**src/rtl/group_bcd_counter.sv**
```systemverilog
// group_bcd_counter
// Counts single-cycle item qualifiers into groups of GROUP_SIZE and keeps a
// decimal (BCD) tally of completed groups. The tally either wraps to zero or
// holds at all nines when it overflows. Overflow is a sticky flag, and
// group_done pulses for one cycle on each completion.

module group_bcd_counter #(
    parameter int GROUP_SIZE = 12,
    parameter int DIGITS     = 2,
    parameter int SATURATE   = 0,
    localparam int ICW       = (GROUP_SIZE > 1) ? $clog2(GROUP_SIZE) : 1
) (
    input  logic                  clk,
    input  logic                  reset,
    input  logic                  item,
    input  logic                  clear,
    output logic [ICW-1:0]        item_count,
    output logic [4*DIGITS-1:0]   bcd_groups,
    output logic                  group_done,
    output logic                  overflow,
    output logic                  at_max
);

    localparam logic [ICW-1:0] LAST_ITEM = ICW'(GROUP_SIZE - 1);

    logic [4*DIGITS-1:0] tally_inc;
    logic                last_item;

    assign last_item = (item_count == LAST_ITEM);

    // Decimal +1 of the tally: a digit at 9 rolls to 0 and passes the carry upward
    always_comb begin
        logic       carry;
        logic [3:0] digit;
        tally_inc = bcd_groups;
        carry     = 1'b1;
        for (int k = 0; k < DIGITS; k++) begin
            digit = bcd_groups[4*k +: 4];
            if (carry) begin
                if (digit == 4'd9) begin
                    tally_inc[4*k +: 4] = 4'd0;
                end else begin
                    tally_inc[4*k +: 4] = digit + 4'd1;
                    carry               = 1'b0;
                end
            end
        end
    end

    // Tally is at its ceiling when every digit reads 9
    always_comb begin
        at_max = 1'b1;
        for (int k = 0; k < DIGITS; k++) begin
            if (bcd_groups[4*k +: 4] != 4'd9) begin
                at_max = 1'b0;
            end
        end
    end

    // Item accumulation, group completion, tally update and sticky overflow
    always_ff @(posedge clk) begin
        if (reset || clear) begin
            item_count <= '0;
            bcd_groups <= '0;
            group_done <= 1'b0;
            overflow   <= 1'b0;
        end else begin
            group_done <= 1'b0;
            if (item) begin
                if (last_item) begin
                    item_count <= '0;
                    group_done <= 1'b1;
                    if (at_max) begin
                        overflow <= 1'b1;
                        if (SATURATE == 0) begin
                            bcd_groups <= '0;
                        end
                    end else begin
                        bcd_groups <= tally_inc;
                    end
                end else begin
                    item_count <= item_count + ICW'(1);
                end
            end
        end
    end

endmodule

```
**config.mk**
```make
export PLATFORM = sky130hd
export DESIGN_NAME = group_bcd_counter
export DESIGN_NICKNAME = d
export VERILOG_FILES = /design/src/rtl/group_bcd_counter.sv
export SDC_FILE = /design/constraint.sdc
export NUM_CORES = 1
export LEC_CHECK = 0
export BUFFER_PORTS_ARGS = -buffer_cell sky130_fd_sc_hd__buf_2
export CORE_MARGIN = 8
export CORE_UTILIZATION = 45
export CTS_BUF_LIST = sky130_fd_sc_hd__clkbuf_4
export DETAILED_ROUTE_END_ITERATION = 10
export PLACE_DENSITY = 0.7
export REMOVE_ABC_BUFFERS = 1
export SLEW_MARGIN = 20
export SYNTH_ARGS = -nofsm -noshare
export SYNTH_HDL_FRONTEND = slang
export SYNTH_SLANG_ARGS = --single-unit
```
**constraint.sdc**
```tcl
create_clock -name clk -period 4.25 [get_ports clk]
set_input_delay 0.6375 -clock clk [delete_from_list [all_inputs] [get_ports clk]]
set_output_delay 0.6375 -clock clk [all_outputs]
set_load 0.05 [all_outputs]
```
==> results.sh, run 1 <==
export IMPL_yosysSeqAreaShare_pct=40.4
export IMPL_post_drt_wl_per_cell_um=13.7
export IMPL_fin_crit_sh_pct=53.0
export IMPL_grt_pass1_vias=635
export IMPL_max_slew_margin_rel_pct=77.4
export IMPL_busiest_layer="met2"
export IMPL_worstPathCellList="ha_1, nand3b_1, nor2_1, buf_2"
export IMPL_core_area_mm2=0.00147
export IMPL_r2r_start="item_count[0]$_SDFFE_PP0P_"
export IMPL_dieArea_mm2=0.00306
export IMPL_cts_buffers=3
export IMPL_die_h_um=55.3
export IMPL_fmax_mhz=444
export IMPL_rsz0062_at_grt="no"
export IMPL_post_route_util_pct=55.7
export IMPL_ant_nets=0
export IMPL_cts_tree="built"
export IMPL_syn_avg_cell_area_um2=9.02
export IMPL_postCtsSetupBuffers=0
export IMPL_drv_cap=0
export IMPL_viasPerCell=5.63
export IMPL_start_kind="flip-flop"
export IMPL_io_pins=19
export IMPL_cts_clk_slew_worst_paths_ps=80
export IMPL_totalWireLength_um=1530
export IMPL_netlist_instances=77
export IMPL_clock_latency_ps=280
export IMPL_num_vias=630
export IMPL_initial_utilization_pct=47.2
export IMPL_drc=0
export IMPL_hold_path_class="flip-flop to flip-flop"
export IMPL_instances_no_fill=112
export IMPL_cts_path_max_buffers=2
export IMPL_cts_max_level=1
export IMPL_finalSetupViolCount=0
export IMPL_grtUsageMet3_pct=3.42
export IMPL_dpl_hpwl_um=1170
export IMPL_final_hold_violation_count=0
export IMPL_die_width_um=55.3
export IMPL_port_buffers=18
export IMPL_timing_final_crit_period_ps=2250
export IMPL_drtIter0Drc=3
export IMPL_grt_pass1_wl_um=2750
export IMPL_worstSetupEndpointType="primary output"
export IMPL_synth_area_um2=694
export IMPL_dp_cells=109
export IMPL_grt_max_degree=16
export IMPL_status="completed"
export IMPL_cts_hold_buffers=0
export IMPL_criticalPathCategory="flip-flop to primary output"
export IMPL_cpPeakStageDelay_ps=450
export IMPL_synth_seq_cells=14
export IMPL_p_leak_nw=0.348
export IMPL_required_ps=3610
export IMPL_yosysWarnings=0
export IMPL_place_congestion=0.738
export IMPL_layout_drive_gt1_share_pct=25.0
export IMPL_whs_ps=465
export IMPL_tightest_slew_ps=338
export IMPL_ctsRootBufferMaster="clkbuf_4"
export IMPL_syn_to_final_growth_pct=18.0
export IMPL_clkSinkCount=14
export IMPL_hp_start="overflow$_SDFFE_PP0P_"
export IMPL_total_power_mw=0.219
export IMPL_skew_ps=2.39
export IMPL_fin_nets=107
export IMPL_ctsResizeCount=0
export IMPL_final_setup_tns_ps=0
export IMPL_antenna_cells=0
export IMPL_grt_antenna_before_repair=0
export IMPL_crit_path_max_fanout=7
export IMPL_slowest_stage="dfxtp_1"
export IMPL_slew_violations=0
export IMPL_grt_met1_usage_pct=12.5
export IMPL_use_met2_pct=15.4
export IMPL_dr_pass1_iters=2
export IMPL_grt_ovfl_total=0
export IMPL_ir_drop_mv=0.160
export IMPL_synth_cell_types=28
export IMPL_rows=14
export IMPL_rrSetupSlack_ps=2560
export IMPL_power_density_mw_per_mm2=268
export IMPL_grtUsageTotal_pct=10.6
export IMPL_arrival_ps=1620
export IMPL_startpoint="bcd_groups[0]$_SDFFE_PP0P_"
## where the power goes
group	internal [mW]	leakage [nW]	switching (mW)	total [mW]
registers	0.132	0.113	0.000685	0.132
logic	0.00377	0.221	0.00756	0.0113
clock network	0.0329	0.0138	0.0427	0.0756
total	0.168	0.348	0.0509	0.219
## synth_stat cells, drive strengths merged
cell type / count / share of area [%]
a21oi: 6 / 4.3
a311oi: 1 / 1.3
a41oi: 1 / 1.3
and3b: 1 / 1.3
and4b: 1 / 1.4
clkbuf: 2 / 1.1
dfxtp: 14 / 40
ha: 5 / 9.0
inv: 4 / 2.2
mux2i: 1 / 1.4
nand2: 5 / 2.7
nand3: 3 / 2.2
nand3b: 2 / 2.2
nand4: 1 / 0.90
nand4b: 4 / 5.9
nor2: 7 / 3.8
nor3: 1 / 0.72
o211ai: 2 / 2.2
o21a: 1 / 1.1
o21ai: 4 / 2.9
o41ai: 1 / 1.3
or2: 1 / 0.90
or3: 4 / 3.8
or4: 2 / 2.2
xnor2: 1 / 1.3
xor2: 2 / 2.5
## area by class of cell
type / count / area [um^2]
clock buffers: 3 / 22.5
fillers: 144 / 652
inverters: 4 / 15.0
multi-input cells: 57 / 392
flip-flops and latches: 14 / 280
well taps: 16 / 20.0
repair buffers: 18 / 90.1
## placed cells by master, fill, tap and decap left out, types with 2 or more instances in the layout
cell	instances
a21oi_1	6
or3_1	3
nand2_1	5
nand3_1	3
buf_2	18
clkbuf_4	3
nor2_1	7
o211ai_1	2
inv_1	4
nand3b_1	2
nand4b_1	3
ha_1	5
o21ai_0	4
dfxtp_1	14
xor2_1	2
or4_1	2
## flip-flops by register name, indices dropped and copies added (netlist names)
| name | cells |
|---|---|
| item_count | 4 |
| group_done | 1 |
| bcd_groups | 8 |
| overflow | 1 |
## metrics by stage
stage	area [um^2]	worst slack, ps
floorplan	687	1760
global placement	797	2340
detailed placement	797	2300
CTS	820	1970
global route	820	1840
finish	820	2000
## kinds of logic after synthesis
group	synth area share (%)
buf+inv	3.24
fa+ha+maj	9.01
compound gates	14.2
simple gates	27.9
mux	1.44
xor+xnor	3.78
flops	40.4
## final timing paths
kind / end / depth (start not counted)
max: at_max / 4
min: overflow$_SDFFE_PP0P_ / 1
max reg2reg: bcd_groups[7]$_SDFFE_PP0P_ / 4
min reg2reg: overflow$_SDFFE_PP0P_ / 1
## per-layer routing
metal	up-vias	wire length, um
li1	322	-
met4	0	52
met1	287	724
met3	4	104
met2	17	649
met5	-	0
## worst max-delay path: cells and delay by family, from the launching register on
family / cells / cell delay (ps)
and+or+nand+nor: 2 / 350
DFF: 1 / 450
buffers and inverters: 1 / 290
adders and majority gates: 1 / 240
Note: power is estimated with default switching activity, not from simulation.
==> inputs of run 2 (changes only) <==
--- a/config.mk
+++ b/config.mk
@@ -10,7 +10,7 @@
 export CORE_UTILIZATION = 45
 export CTS_BUF_LIST = sky130_fd_sc_hd__clkbuf_4
 export DETAILED_ROUTE_END_ITERATION = 10
-export PLACE_DENSITY = 0.7
+export PLACE_DENSITY = 0.73
 export REMOVE_ABC_BUFFERS = 1
 export SLEW_MARGIN = 20
 export SYNTH_ARGS = -nofsm -noshare
==> constraint.sdc (replaced) <==
create_clock -name clk -period 1.9 [get_ports clk]
set_input_delay 0.285 -clock clk [delete_from_list [all_inputs] [get_ports clk]]
set_output_delay 0.285 -clock clk [all_outputs]
set_load 0.05 [all_outputs]
==> results.sh, run 2 (synthesized netlist as in run 1, its figures left out) <==
export IMPL_status="completed"
export IMPL_critPathTopFamily="flip-flops"
export IMPL_finalSetupViolCount=0
export IMPL_drtIter0Drc=7
export IMPL_busiest_layer="met2"
export IMPL_slowest_stage="dfxtp_1"
export IMPL_criticalPathCategory="flip-flop to primary output"
export IMPL_totalWireLength_um=1510
export IMPL_post_drt_wl_per_cell_um=13.1
export IMPL_post_route_util_pct=57.2
export IMPL_start_kind="flip-flop"
export IMPL_largest_reg_flops=8
export IMPL_antenna_cells=0
export IMPL_fmax_mhz=571
export IMPL_dieArea_mm2=0.00306
export IMPL_grt_met1_usage_pct=11.9
export IMPL_rsz0062_at_grt="no"
export IMPL_tightest_slew_ps=299
export IMPL_p_leak_nw=0.358
export IMPL_initial_utilization_pct=47.2
export IMPL_ant_nets=0
export IMPL_grtUsageMet3_pct=3.65
export IMPL_core_area_mm2=0.00147
export IMPL_grt_max_degree=10
export IMPL_ir_drop_mv=0.345
export IMPL_slew_violations=0
export IMPL_worstSetupEndpointType="primary output"
export IMPL_dr_pass1_iters=4
export IMPL_power_density_mw_per_mm2=594
export IMPL_use_met2_pct=14.4
export IMPL_clock_latency_ps=280
export IMPL_drv_cap=0
export IMPL_cts_tree="built"
export IMPL_die_width_um=55.3
export IMPL_hold_path_class="input pin to flip-flop"
export IMPL_top_regs="bcd_groups x8, item_count x4"
export IMPL_fin_crit_sh_pct=92.2
export IMPL_grt_pass1_vias=599
export IMPL_dpl_hpwl_um=1120
export IMPL_grt_pass1_wl_um=2570
export IMPL_max_slew_margin_rel_pct=80.0
export IMPL_placed_area_um2=805
export IMPL_port_buffers=18
export IMPL_cts_max_level=1
export IMPL_io_pins=19
export IMPL_final_common_cell="buf_2"
export IMPL_final_hold_violation_count=0
export IMPL_clkSinkCount=14
export IMPL_layout_drive_gt1_share_pct=27.3
export IMPL_num_vias=632
export IMPL_drc=0
export IMPL_worstPathCellList="ha_1, nand3b_1, nor2_1, clkbuf_4"
export IMPL_cts_clk_slew_worst_paths_ps=90
export IMPL_cts_buffers=3
export IMPL_critPathBufInv=1
export IMPL_fin_nets=109
export IMPL_viasPerCell=5.50
export IMPL_mostFrequentLayoutCells="buf_2 (17), dfxtp_1 (13), nor2_1 (7), a21oi_1 (6)"
export IMPL_cts_path_max_buffers=2
export IMPL_crit_path_max_fanout=6
export IMPL_arrival_ps=1470
export IMPL_grt_antenna_before_repair=0
export IMPL_timing_final_crit_period_ps=1750
export IMPL_place_congestion=0.807
export IMPL_skew_ps=2.33
export IMPL_grt_ovfl_total=0
export IMPL_fin_area_um2=842
export IMPL_required_ps=1620
export IMPL_cpPeakStageDelay_ps=420
export IMPL_grtUsageTotal_pct=10.1
export IMPL_rows=14
export IMPL_whs_ps=281
export IMPL_die_h_um=55.3
export IMPL_ctsRootBufferMaster="clkbuf_4"
export IMPL_regMostFlops="bcd_groups"
export IMPL_syn_to_final_growth_pct=21.3
==> run 2: cell types whose count changed in the layout (fill, tap and decap cells not counted) <==
cell,change
dfxtp_1,-1
buf_4,+2
clkinv_1,+1
dfxtp_2,+1
buf_2,-1
clkbuf_4,+1
==> run 2: worst paths after layout <==
kind	startpoint	endpoint	slack, ps	depth (start not counted)
max	bcd_groups[4]$_SDFFE_PP0P_	at_max	150	4
min	reset	bcd_groups[6]$_SDFFE_PP0P_	280	3
max reg2reg	bcd_groups[1]$_SDFFE_PP0P_	bcd_groups[2]$_SDFFE_PP0P_	290	5
min reg2reg	overflow$_SDFFE_PP0P_	overflow$_SDFFE_PP0P_	470	1
==> run 2: area by class of cell <==
| class | count | area (um^2) |
|---|---|---|
| Timing Repair Buffer | 20 | 108 |
| Inverter | 4 | 15.0 |
| Clock buffer | 3 | 22.5 |
| Clock inverter | 1 | 3.75 |
| Fill cell | 130 | 629 |
| Multi-Input combinational cell | 57 | 392 |
| Sequential cell | 14 | 282 |
| Tap cell | 16 | 20.0 |
==> run 2: report_power, final <==
group          internal [mW]  switching [mW]
clock                 0.0763           0.102
sequential             0.295         0.00166
combinational        0.00842          0.0167
total                  0.379           0.121
==> run 2: worst register-to-register path, delay by kind of cell (launching register included) <==
family | cells | cell delay, ps
and+or+nand+nor | 2 | 710
DFF | 1 | 420
adders and majority gates | 1 | 220
AOI/OAI and AO/OA | 1 | 130
buffers and inverters | 1 | 70
==> run 2: timing repair <==
item	4_1_cts	5_1_grt
endpoints found under the setup margin	0	1
hold endpoints to repair	0	0
hold buffers	0	0
setup buffers	0	1
gates resized for setup	0	2
==> run 2: per-stage QoR <==
step                      setup WS, ps  setup TNS (ps)  power [mW]  cells
after detailed placement           331               0       0.328    110
after floorplan                   -293            -535       0.318     75
after global placement             345               0       0.328    110
after global routing              23.2               0       0.521    115
after CTS                         10.9               0       0.502    114
final                              147               0       0.500    115
==> run 2: per-layer routing <==
| metal | vias up | routed length, um |
|---|---|---|
| li1 | 325 | - |
| met1 | 283 | 725 |
| met2 | 17 | 650 |
| met3 | 7 | 77 |
| met4 | 0 | 53 |
| met5 | - | 0 |
